<file path="config.mk">
export PLATFORM = sky130hd
export DESIGN_NAME = mem_access_unit
export DESIGN_NICKNAME = d
export VERILOG_FILES = /design/src/rtl/mem_access_pkg.sv /design/src/rtl/lane_mux.sv /design/src/rtl/mem_access_unit.sv
export SDC_FILE = /design/constraint.sdc
export NUM_CORES = 1
export LEC_CHECK = 0
export ABC_AREA = 0
export CAP_MARGIN = 20
export CORE_UTILIZATION = 46
export DETAILED_ROUTE_END_ITERATION = 7
export PLACE_DENSITY = 0.87
export REMOVE_ABC_BUFFERS = 1
export SLEW_MARGIN = 20
export SYNTH_ARGS = -nofsm -noshare
export SYNTH_HDL_FRONTEND = slang
export SYNTH_SLANG_ARGS = --single-unit
</file>
<file path="constraint.sdc">
create_clock -name clk -period 8.2 [get_ports clk]
set_input_delay 2.05 -clock clk [delete_from_list [all_inputs] [get_ports clk]]
set_output_delay 2.05 -clock clk [all_outputs]
set_load 0.02 [all_outputs]
</file>
<file path="src/rtl/mem_access_pkg.sv">
// Purpose: shared FSM state, access-size and byte-lane encodings for the memory access unit.
// Latency: none, declarations and a pure combinational helper only.
// Backpressure: not applicable.
package mem_access_pkg;

    typedef enum logic [2:0] {
        IDLE     = 3'd0,
        LOAD     = 3'd1,
        RMW_READ = 3'd2,
        WRITE    = 3'd3,
        RESP     = 3'd4
    } state_t;

    localparam logic [1:0] SZ_BYTE = 2'b00;
    localparam logic [1:0] SZ_HALF = 2'b01;
    localparam logic [1:0] SZ_WORD = 2'b10;
    localparam logic [1:0] SZ_RSVD = 2'b11;

    // byte lanes within a little-endian word, selected by addr[1:0]
    localparam logic [1:0] LANE_B0 = 2'd0;
    localparam logic [1:0] LANE_B1 = 2'd1;
    localparam logic [1:0] LANE_B2 = 2'd2;
    localparam logic [1:0] LANE_B3 = 2'd3;

    // halfword lanes, selected by addr[1]
    localparam logic HALF_LO = 1'b0;
    localparam logic HALF_HI = 1'b1;

    // A request is rejected when its address is not naturally aligned or its size is reserved.
    function automatic logic is_misaligned(input logic [1:0] size, input logic [1:0] addr_lo);
        logic bad;
        case (size)
            SZ_BYTE: bad = 1'b0;
            SZ_HALF: bad = addr_lo[0];
            SZ_WORD: bad = (addr_lo != 2'b00);
            default: bad = 1'b1;
        endcase
        return bad;
    endfunction

endpackage

</file>
<file path="src/rtl/lane_mux.sv">
// Purpose: byte/halfword lane extraction with sign/zero extension, and sub-word merge into a read word.
// Latency: purely combinational.
// Backpressure: none; results are valid whenever inputs are.
module lane_mux
    import mem_access_pkg::*;
(
    input  logic [31:0] rd_word,
    input  logic [1:0]  addr_lo,
    input  logic [1:0]  size,
    input  logic        zero_ext,
    input  logic [31:0] wdata,
    output logic [31:0] load_data,
    output logic [31:0] merged
);

    logic [7:0]  lane_byte;
    logic [15:0] lane_half;

    // Pick the addressed byte and halfword out of the memory word.
    always_comb begin
        lane_byte = rd_word[7:0];
        case (addr_lo)
            LANE_B1: lane_byte = rd_word[15:8];
            LANE_B2: lane_byte = rd_word[23:16];
            LANE_B3: lane_byte = rd_word[31:24];
            default: lane_byte = rd_word[7:0];
        endcase
        lane_half = (addr_lo[1] == HALF_HI) ? rd_word[31:16] : rd_word[15:0];
    end

    // Right-align the selected lane and extend it to 32 bits.
    always_comb begin
        load_data = rd_word;
        case (size)
            SZ_BYTE: load_data = zero_ext ? {24'h0, lane_byte} : {{24{lane_byte[7]}}, lane_byte};
            SZ_HALF: load_data = zero_ext ? {16'h0, lane_half} : {{16{lane_half[15]}}, lane_half};
            default: load_data = rd_word;
        endcase
    end

    // Replace only the target lane of the read word with the low bits of the store data.
    always_comb begin
        merged = rd_word;
        case (size)
            SZ_BYTE: begin
                case (addr_lo)
                    LANE_B0: merged[7:0]   = wdata[7:0];
                    LANE_B1: merged[15:8]  = wdata[7:0];
                    LANE_B2: merged[23:16] = wdata[7:0];
                    default: merged[31:24] = wdata[7:0];
                endcase
            end
            SZ_HALF: begin
                if (addr_lo[1] == HALF_HI) merged[31:16] = wdata[15:0];
                else                       merged[15:0]  = wdata[15:0];
            end
            default: merged = wdata;
        endcase
    end

endmodule

</file>
<file path="src/rtl/mem_access_unit.sv">
// Purpose: CPU load/store unit driving a single-port word memory, with sub-word read-modify-write.
// Latency: accept edge N -> rsp_valid at N+1 (error), N+2 (load, word store), N+3 (sub-word store).
// Backpressure: req_ready high only in IDLE; one request in flight, responses cannot be stalled.
module mem_access_unit
    import mem_access_pkg::*;
#(
    parameter int WORD_IDX_W = 10
) (
    input  logic        clk,
    input  logic        rst,
    input  logic        req_valid,
    output logic        req_ready,
    input  logic        req_we,
    input  logic [1:0]  req_size,
    input  logic        req_unsigned,
    input  logic [31:0] req_addr,
    input  logic [31:0] req_wdata,
    output logic        rsp_valid,
    output logic [31:0] rsp_rdata,
    output logic        rsp_err,
    output logic        dm_ena,
    output logic        dm_r,
    output logic        dm_w,
    output logic [31:0] dm_addr,
    output logic [31:0] dm_wdata,
    input  logic [31:0] dm_rdata
);

    state_t                  state;
    state_t                  next_state;
    logic                    lat_we;
    logic [1:0]              lat_size;
    logic                    lat_unsigned;
    logic [1:0]              lat_addr_lo;
    logic [WORD_IDX_W-1:0]   lat_word_idx;
    logic [31:0]             wr_word;
    logic                    req_err;
    logic [31:0]             load_data;
    logic [31:0]             merged;
    logic                    unused_addr_bits;

    // Address bits above the word index never reach the memory.
    assign unused_addr_bits = ^req_addr[31:WORD_IDX_W+2];

    assign req_err  = is_misaligned(req_size, req_addr[1:0]);
    assign dm_addr  = {{(32-WORD_IDX_W){1'b0}}, lat_word_idx};
    assign dm_wdata = wr_word;

    lane_mux u_lane_mux (
        .rd_word   (dm_rdata),
        .addr_lo   (lat_addr_lo),
        .size      (lat_size),
        .zero_ext  (lat_unsigned),
        .wdata     (wr_word),
        .load_data (load_data),
        .merged    (merged)
    );

    // State register; reset drops straight to IDLE so a pending write never fires.
    always_ff @(posedge clk or posedge rst) begin
        if (rst) state <= IDLE;
        else     state <= next_state;
    end

    // Next-state and per-state memory/handshake strobes.
    always_comb begin
        next_state = state;
        req_ready  = 1'b0;
        rsp_valid  = 1'b0;
        dm_ena     = 1'b0;
        dm_r       = 1'b0;
        dm_w       = 1'b0;
        case (state)
            IDLE: begin
                req_ready = 1'b1;
                if (req_valid) begin
                    if (req_err)               next_state = RESP;
                    else if (!req_we)          next_state = LOAD;
                    else if (req_size == SZ_WORD) next_state = WRITE;
                    else                       next_state = RMW_READ;
                end
            end
            LOAD: begin
                dm_ena     = 1'b1;
                dm_r       = 1'b1;
                next_state = RESP;
            end
            RMW_READ: begin
                dm_ena     = 1'b1;
                dm_r       = 1'b1;
                next_state = WRITE;
            end
            WRITE: begin
                dm_ena     = 1'b1;
                dm_w       = 1'b1;
                next_state = RESP;
            end
            RESP: begin
                rsp_valid  = 1'b1;
                next_state = IDLE;
            end
            default: next_state = IDLE;
        endcase
    end

    // Capture the request on acceptance; the write word becomes the merged word during RMW_READ.
    always_ff @(posedge clk or posedge rst) begin
        if (rst) begin
            lat_we       <= 1'b0;
            lat_size     <= SZ_BYTE;
            lat_unsigned <= 1'b0;
            lat_addr_lo  <= 2'b00;
            lat_word_idx <= '0;
            wr_word      <= 32'h0;
        end else if (state == IDLE && req_valid) begin
            lat_we       <= req_we;
            lat_size     <= req_size;
            lat_unsigned <= req_unsigned;
            lat_addr_lo  <= req_addr[1:0];
            lat_word_idx <= req_addr[WORD_IDX_W+1:2];
            wr_word      <= req_wdata;
        end else if (state == RMW_READ) begin
            wr_word      <= merged;
        end
    end

    // Response data/error only change on the edge entering RESP, so they hold between responses.
    always_ff @(posedge clk or posedge rst) begin
        if (rst) begin
            rsp_rdata <= 32'h0;
            rsp_err   <= 1'b0;
        end else begin
            if (state == IDLE && req_valid && req_err) begin
                rsp_rdata <= 32'h0;
                rsp_err   <= 1'b1;
            end else if (state == LOAD) begin
                rsp_rdata <= load_data;
                rsp_err   <= 1'b0;
            end else if (state == WRITE) begin
                rsp_rdata <= 32'h0;
                rsp_err   <= lat_we & 1'b0;
            end
        end
    end

endmodule

</file>
==> results.json, run 1 <==
{
  "ys_warn_count": 0,
  "synth_compound_area_frac": 0.208,
  "cpLargestDelayFamily": "buffers and inverters",
  "die-height_um": 102,
  "die_w_um": 102,
  "final_area_um2": 6410,
  "clk_path_buf_depth": 2,
  "fin_crit_sh": 0.503,
  "core-area_um2": 9680,
  "grt_pass1_vias": 4086,
  "cp.arrival_ns": 4.37,
  "max_cap_violations": 0,
  "reg2regPathDepth": 4,
  "finClkSkew_ns": 0.0135,
  "final_net_count": 727,
  "grt_max_degree": 84,
  "worstMarginPinSlew_ns": 0.912,
  "dieArea_um2": 10400,
  "clk_pin_slew_ns": 0.08,
  "rows": 36,
  "path_buf_inv": 2,
  "cts_made_buffers": 9,
  "cts_setup_buffers": 0,
  "route.detailed.drc": 0,
  "wl_per_cell_um": 18.5,
  "drtAntennaViolNets": 0,
  "powerDensity_nw_per_um2": 404,
  "syn_inst": 481,
  "setup_viol": 0,
  "crit_path_end_kind": "flop",
  "root_buffer": "clkbuf_8",
  "overflow": 0,
  "cts_hold_buf": 0,
  "critPathSlowestCell": "or4b_4",
  "ios": 205,
  "routed_wl_um": 14100,
  "netlist.area_leader.share": 0.454,
  "synth_largest_area_cell": "dfrtp_1",
  "h-tree-depth": 3,
  "hp-class": "reg2reg",
  "synth.area.top_cells": "dfrtp_1 (45%), mux2_2 (8.1%), nand2_1 (6.4%)",
  "via_count": 4291,
  "cts_resized": 0,
  "n_fill_cell": 777,
  "port_buffers": 162,
  "max_slew_margin": 0.388,
  "grt_first_pass_wirelength_um": 21500,
  "fin_setup_tns_ns": 0,
  "cp_max_fo": 39,
  "n_antenna_cell": 0,
  "cts_num_sinks": 83,
  "drtPass1Iterations": 5,
  "drive_above_1_share": 0.0938,
  "critPathMaxStageDelay_ns": 0.73,
  "maxSlewViolCount": 0,
  "ir_drop_uv": 181,
  "ys_seq_area_frac": 0.454,
  "synth_top_family_by_area": "compound AO/OA/AOI/OAI gates",
  "cp.depth": 5,
  "hold_viol": 0,
  "drt-initial-drc-count": 232,
  "synth_simple_gate_area_share": 0.150,
  "ys_ff_latch": 83,
  "timing.fmax_ghz": 0.242,
  "avgSynthCellArea_um2": 9.51,
  "gp_congestion": 0.876,
  "criticalPathCategory": "in2reg",
  "synth-adder-area-share": 0,
  "grt_setup_unrepaired": "false",
  "fin_crit_ns": 4.13,
  "hpwl_um": 9880,
  "cp-start-kind": "primary input",
  "crit_path_cell_trace": "clkdlybuf4s50_1, or4b_4, o31a_1, buf_4, a221o_1",
  "clk_latency_ns": 0.36,
  "leakage_uw": 0.00275,
  "cts_tree": "yes",
  "area_delta_synth_final_pct": 40.0,
  "whs_path_depth": 2,
  "place_area_um2": 6160,
  "outcome": "complete, no violations",
  "synth_mux_area_frac": 0.106,
  "synth-xor-area-share": 0.00191,
  "netlist_area_um2": 4580,
  "total_power_uw": 2590,
  "initial_utilization": 0.472,
  "final_util": 0.662,
  "grt_usage": 0.278,
  "antenna_found_initial": 0,
  "via_per_inst": 5.63,
  "worstPathRequired_ns": 8.44,
  "ys_types": 45
}
-- area by class of cell --
cell class | instances | area, µm² | share of cell area
clock buffer | 12 | 135 | 0.0211
clock inverter | 4 | 98.8 | 0.0154
inverter | 8 | 31.3 | 0.00488
multi-input combinational | 355 | 2240 | 0.349
sequential | 83 | 2080 | 0.324
tap | 133 | 166 | 0.0260
timing repair buffer | 167 | 1660 | 0.260
-- cell usage in the layout, fill, tap and decap left out, drive strengths merged, types with 2 or more instances in the layout --
master | netlist | routed
o22ai | 9 | 9
dfrtp | 83 | 83
mux2 | 33 | 33
nand2b | 14 | 14
a31oi | 8 | 8
nor2b | 2 | 2
nand2 | 78 | 78
a21oi | 20 | 20
nor4b | 2 | 2
or3 | 7 | 7
clkdlybuf4s50 | 0 | 162
a22oi | 17 | 17
o31ai | 2 | 2
bufinv | 0 | 3
a211o | 7 | 7
nor3 | 6 | 6
buf | 37 | 5
nor2 | 16 | 16
inv | 7 | 6
and3b | 7 | 7
mux2i | 9 | 9
clkbuf | 19 | 12
clkinv | 1 | 3
conb | 1 | 22
a221o | 16 | 16
o21ai | 59 | 59
nand3 | 8 | 8
-- sequential cells by signal (all words and copies together) (netlist names) --
name and flops:
dm_wdata 32, rsp_rdata 32, lat_word_idx 10, state 3, lat_addr_lo 2, lat_size 2, lat_unsigned 1, rsp_err 1
-- cell usage after synthesis (all sizes together) --
| library cell | instances |
|---|---|
| dfrtp | 83 |
| nand2 | 78 |
| o21ai | 59 |
| buf | 37 |
| mux2 | 33 |
| a21oi | 20 |
| clkbuf | 19 |
| a22oi | 17 |
| a221o | 16 |
| nor2 | 16 |
| nand2b | 14 |
| mux2i | 9 |
| o22ai | 9 |
| a31oi | 8 |
| nand3 | 8 |
| a211o | 7 |
| and3b | 7 |
| inv | 7 |
| or3 | 7 |
| nor3 | 6 |
| nor2b | 2 |
| nor4b | 2 |
| o31ai | 2 |
| a21o | 1 |
| a221oi | 1 |
| a22o | 1 |
| a32o | 1 |
| a41o | 1 |
| and2 | 1 |
| clkinv | 1 |
| conb | 1 |
| mux4 | 1 |
| o211a | 1 |
| o211ai | 1 |
| o21a | 1 |
| o31a | 1 |
| or4b | 1 |
| xnor2 | 1 |
-- where the power goes --
| part | internal, µW | leakage, µW | switching (µW) |
|---|---|---|---|
| Sequential | 587 | 0.00104 | 208 |
| Clock | 204 | 0.000115 | 148 |
| Combinational | 667 | 0.00160 | 773 |
| Total | 1460 | 0.00275 | 1130 |
-- metrics by stage --
step	worst slack, ns	instances	hold slack (ns)
finish	4.07	762	0.480
global route	4.00	762	0.515
CTS	4.07	762	0.483
detailed placement	3.71	746	0.465
global placement	3.77	746	0.460
floorplan	3.48	446	0.539
-- metal layers --
metal / share of wire / GRT usage / wire length (µm)
met5: 0 / 0 / 0
met4: 0.022 / 0.103 / 313
met3: 0.096 / 0.0752 / 1360
met2: 0.48 / 0.450 / 6720
met1: 0.41 / 0.356 / 5740
-- final timing paths --
kind | from | endpoint | slack (ns)
max in group asynchronous | rst | rsp_rdata[4] | 5.49
worst max register to register | lat_addr_lo[1] | dm_wdata[27] | 4.96
min in group asynchronous | rst | dm_wdata[18] | 2.21
worst min-delay path | lat_word_idx[7] | lat_word_idx[7] | 0.48
worst min register to register | lat_word_idx[7] | lat_word_idx[7] | 0.48
worst max-delay path | req_valid | rsp_rdata[26] | 4.07
-- worst min-delay path: stages, from the launching register on --
cell     delay [ns]
dfrtp_1        0.35
nand2_1        0.05
nand2_1        0.06
-- kinds of logic after synthesis --
group / Yosys count
AOI/OAI and AO/OA: 147
and+or+nand+nor: 142
DFF: 83
buffers and inverters: 64
muxes: 43
xor gates and xnor gates: 1
other: 1
(Power assumes the default switching activity.)
==> run 2, diff against run 1 <==
Settings changed: CORE_UTILIZATION 46 to 38, PLACE_DENSITY 0.87 to 0.77.
Clock period 8.2 ns to 3.7 ns, I/O delays scaled along.
==> run 2 against run 1 <==
The run now ends with DRC left. First-iteration DRC count increased by 63%. Utilization down 9.6 points. Sequential share of layout area fell by 0.66 points. Count of clock-buffer cells in the layout down 1. Via count grew 1.8%. Wire length is 6.2% higher. Die area increased by 21%. Critical path type unchanged. Highest routed layer unchanged.
==> results.json, run 2 (synthesis gave the netlist of run 1 again) <==
{
  "core-area_um2": 11600,
  "hp-class": "reg2reg",
  "timing.hold.ws_ns": 0.475,
  "criticalPathCategory": "in2reg",
  "outcome": "finished with violations",
  "grtUsageMet1": 0.322,
  "cts_hold_buf": 0,
  "grt_usage": 0.244,
  "violations": "DRC",
  "leakage_uw": 0.00281,
  "grt_busiest_layer": "met2",
  "overflow": 0,
  "met2_usage": 0.383,
  "drtAntennaViolNets": 0,
  "cp.arrival_ns": 3.07,
  "fin_crit_sh": 0.776,
  "initial_utilization": 0.396,
  "ios": 205,
  "final_net_count": 734,
  "mostFrequentLayoutCell": "clkdlybuf4s50_1",
  "cts_setup_buffers": 0,
  "wl_per_cell_um": 19.3,
  "cts_num_sinks": 83,
  "maxSlewViolCount": 0,
  "drive_above_1_share": 0.105,
  "crit_path_end_kind": "flop",
  "fin_setup_tns_ns": 0,
  "whs_path_depth": 2,
  "die_w_um": 112,
  "via_count": 4369,
  "cts_tree": "yes",
  "cts_made_buffers": 9,
  "max_slew_margin": 0.350,
  "routed_wl_um": 15000,
  "hpwl_um": 11000,
  "port_buffers": 162,
  "final_area_um2": 6540,
  "clk_path_buf_depth": 2,
  "worstMarginPinSlew_ns": 0.975,
  "finClkSkew_ns": 0.00889,
  "ir_drop_uv": 334,
  "grt_pass1_vias": 4298,
  "place_area_um2": 6240,
  "n_antenna_cell": 0,
  "gp_congestion": 0.858,
  "root_buffer": "clkbuf_16",
  "total_power_uw": 5900,
  "final_cell_mix": "clkdlybuf4s50_1 (162), dfrtp_1 (83), nand2_1 (78)",
  "rows": 39,
  "route.detailed.drc": 13,
  "hold_viol": 0,
  "grt_setup_unrepaired": "false",
  "cts_resized": 0,
  "drtPass1Iterations": 7,
  "antenna_found_initial": 0,
  "powerDensity_nw_per_um2": 902,
  "reg2regPathDepth": 4,
  "setup_viol": 0,
  "clk_latency_ns": 0.34,
  "area_delta_synth_final_pct": 43.0,
  "grt_first_pass_wirelength_um": 23500,
  "timing.fmax_ghz": 0.348,
  "die-height_um": 112,
  "worstPathRequired_ns": 3.90,
  "clk_pin_slew_ns": 0.06,
  "grt_max_degree": 51,
  "dieArea_um2": 12500,
  "drt-initial-drc-count": 378,
  "max_cap_violations": 0,
  "h-tree-depth": 3,
  "cp_max_fo": 25,
  "fin_crit_ns": 2.87,
  "via_per_inst": 5.61,
  "grtUsageMet3": 0.0719,
  "cp-start-kind": "primary input"
}
run 2: final cells by class:
cell class	count	area, µm²
Tap cell	143	179
Timing Repair Buffer	174	1720
Sequential cell	83	2080
Multi-Input combinational cell	355	2220
Clock inverter	5	62.6
Inverter	8	31.3
Fill cell	989	5020
Clock buffer	11	243
run 2: metrics by stage:
| stage | util | std cells | worst slack, ns |
|---|---|---|---|
| floorplan | - | 446 | 0.101 |
| global placement | 0.539 | 763 | 0.524 |
| detailed placement | 0.539 | 763 | 0.480 |
| CTS | 0.566 | 779 | 0.835 |
| global route | 0.566 | 779 | 0.709 |
| finish | 0.566 | 779 | 0.827 |
run 2: where the power goes:
group / internal [µW] / switching [µW]
combinational: 1520 / 1730
clock: 544 / 381
sequential: 1300 / 430
run 2: final timing paths:
check                           startpoint              end  slack [ns]
setup / recovery                 req_valid     rsp_rdata[3]        0.83
hold / removal             lat_word_idx[6]  lat_word_idx[6]        0.48
setup reg to reg            lat_addr_lo[1]    rsp_rdata[17]        1.33
min in group asynchronous              rst    rsp_rdata[24]        0.97
hold reg to reg            lat_word_idx[6]  lat_word_idx[6]        0.48
max in group asynchronous              rst      dm_wdata[1]        2.05
run 2: worst max-delay path, cell delays in order:
cell and delay (ns):
clkdlybuf4s50_1 0.56, or4b_4 0.49, o31a_1 0.62, buf_4 0.32, nand2_1 0.07, o21ai_0 0.09
run 2: per-layer routing:
metal  part of all wire  wire length [µm]
met5                  0                 0
met4              0.024               358
met3              0.097              1460
met2               0.46              6890
met1               0.42              6290
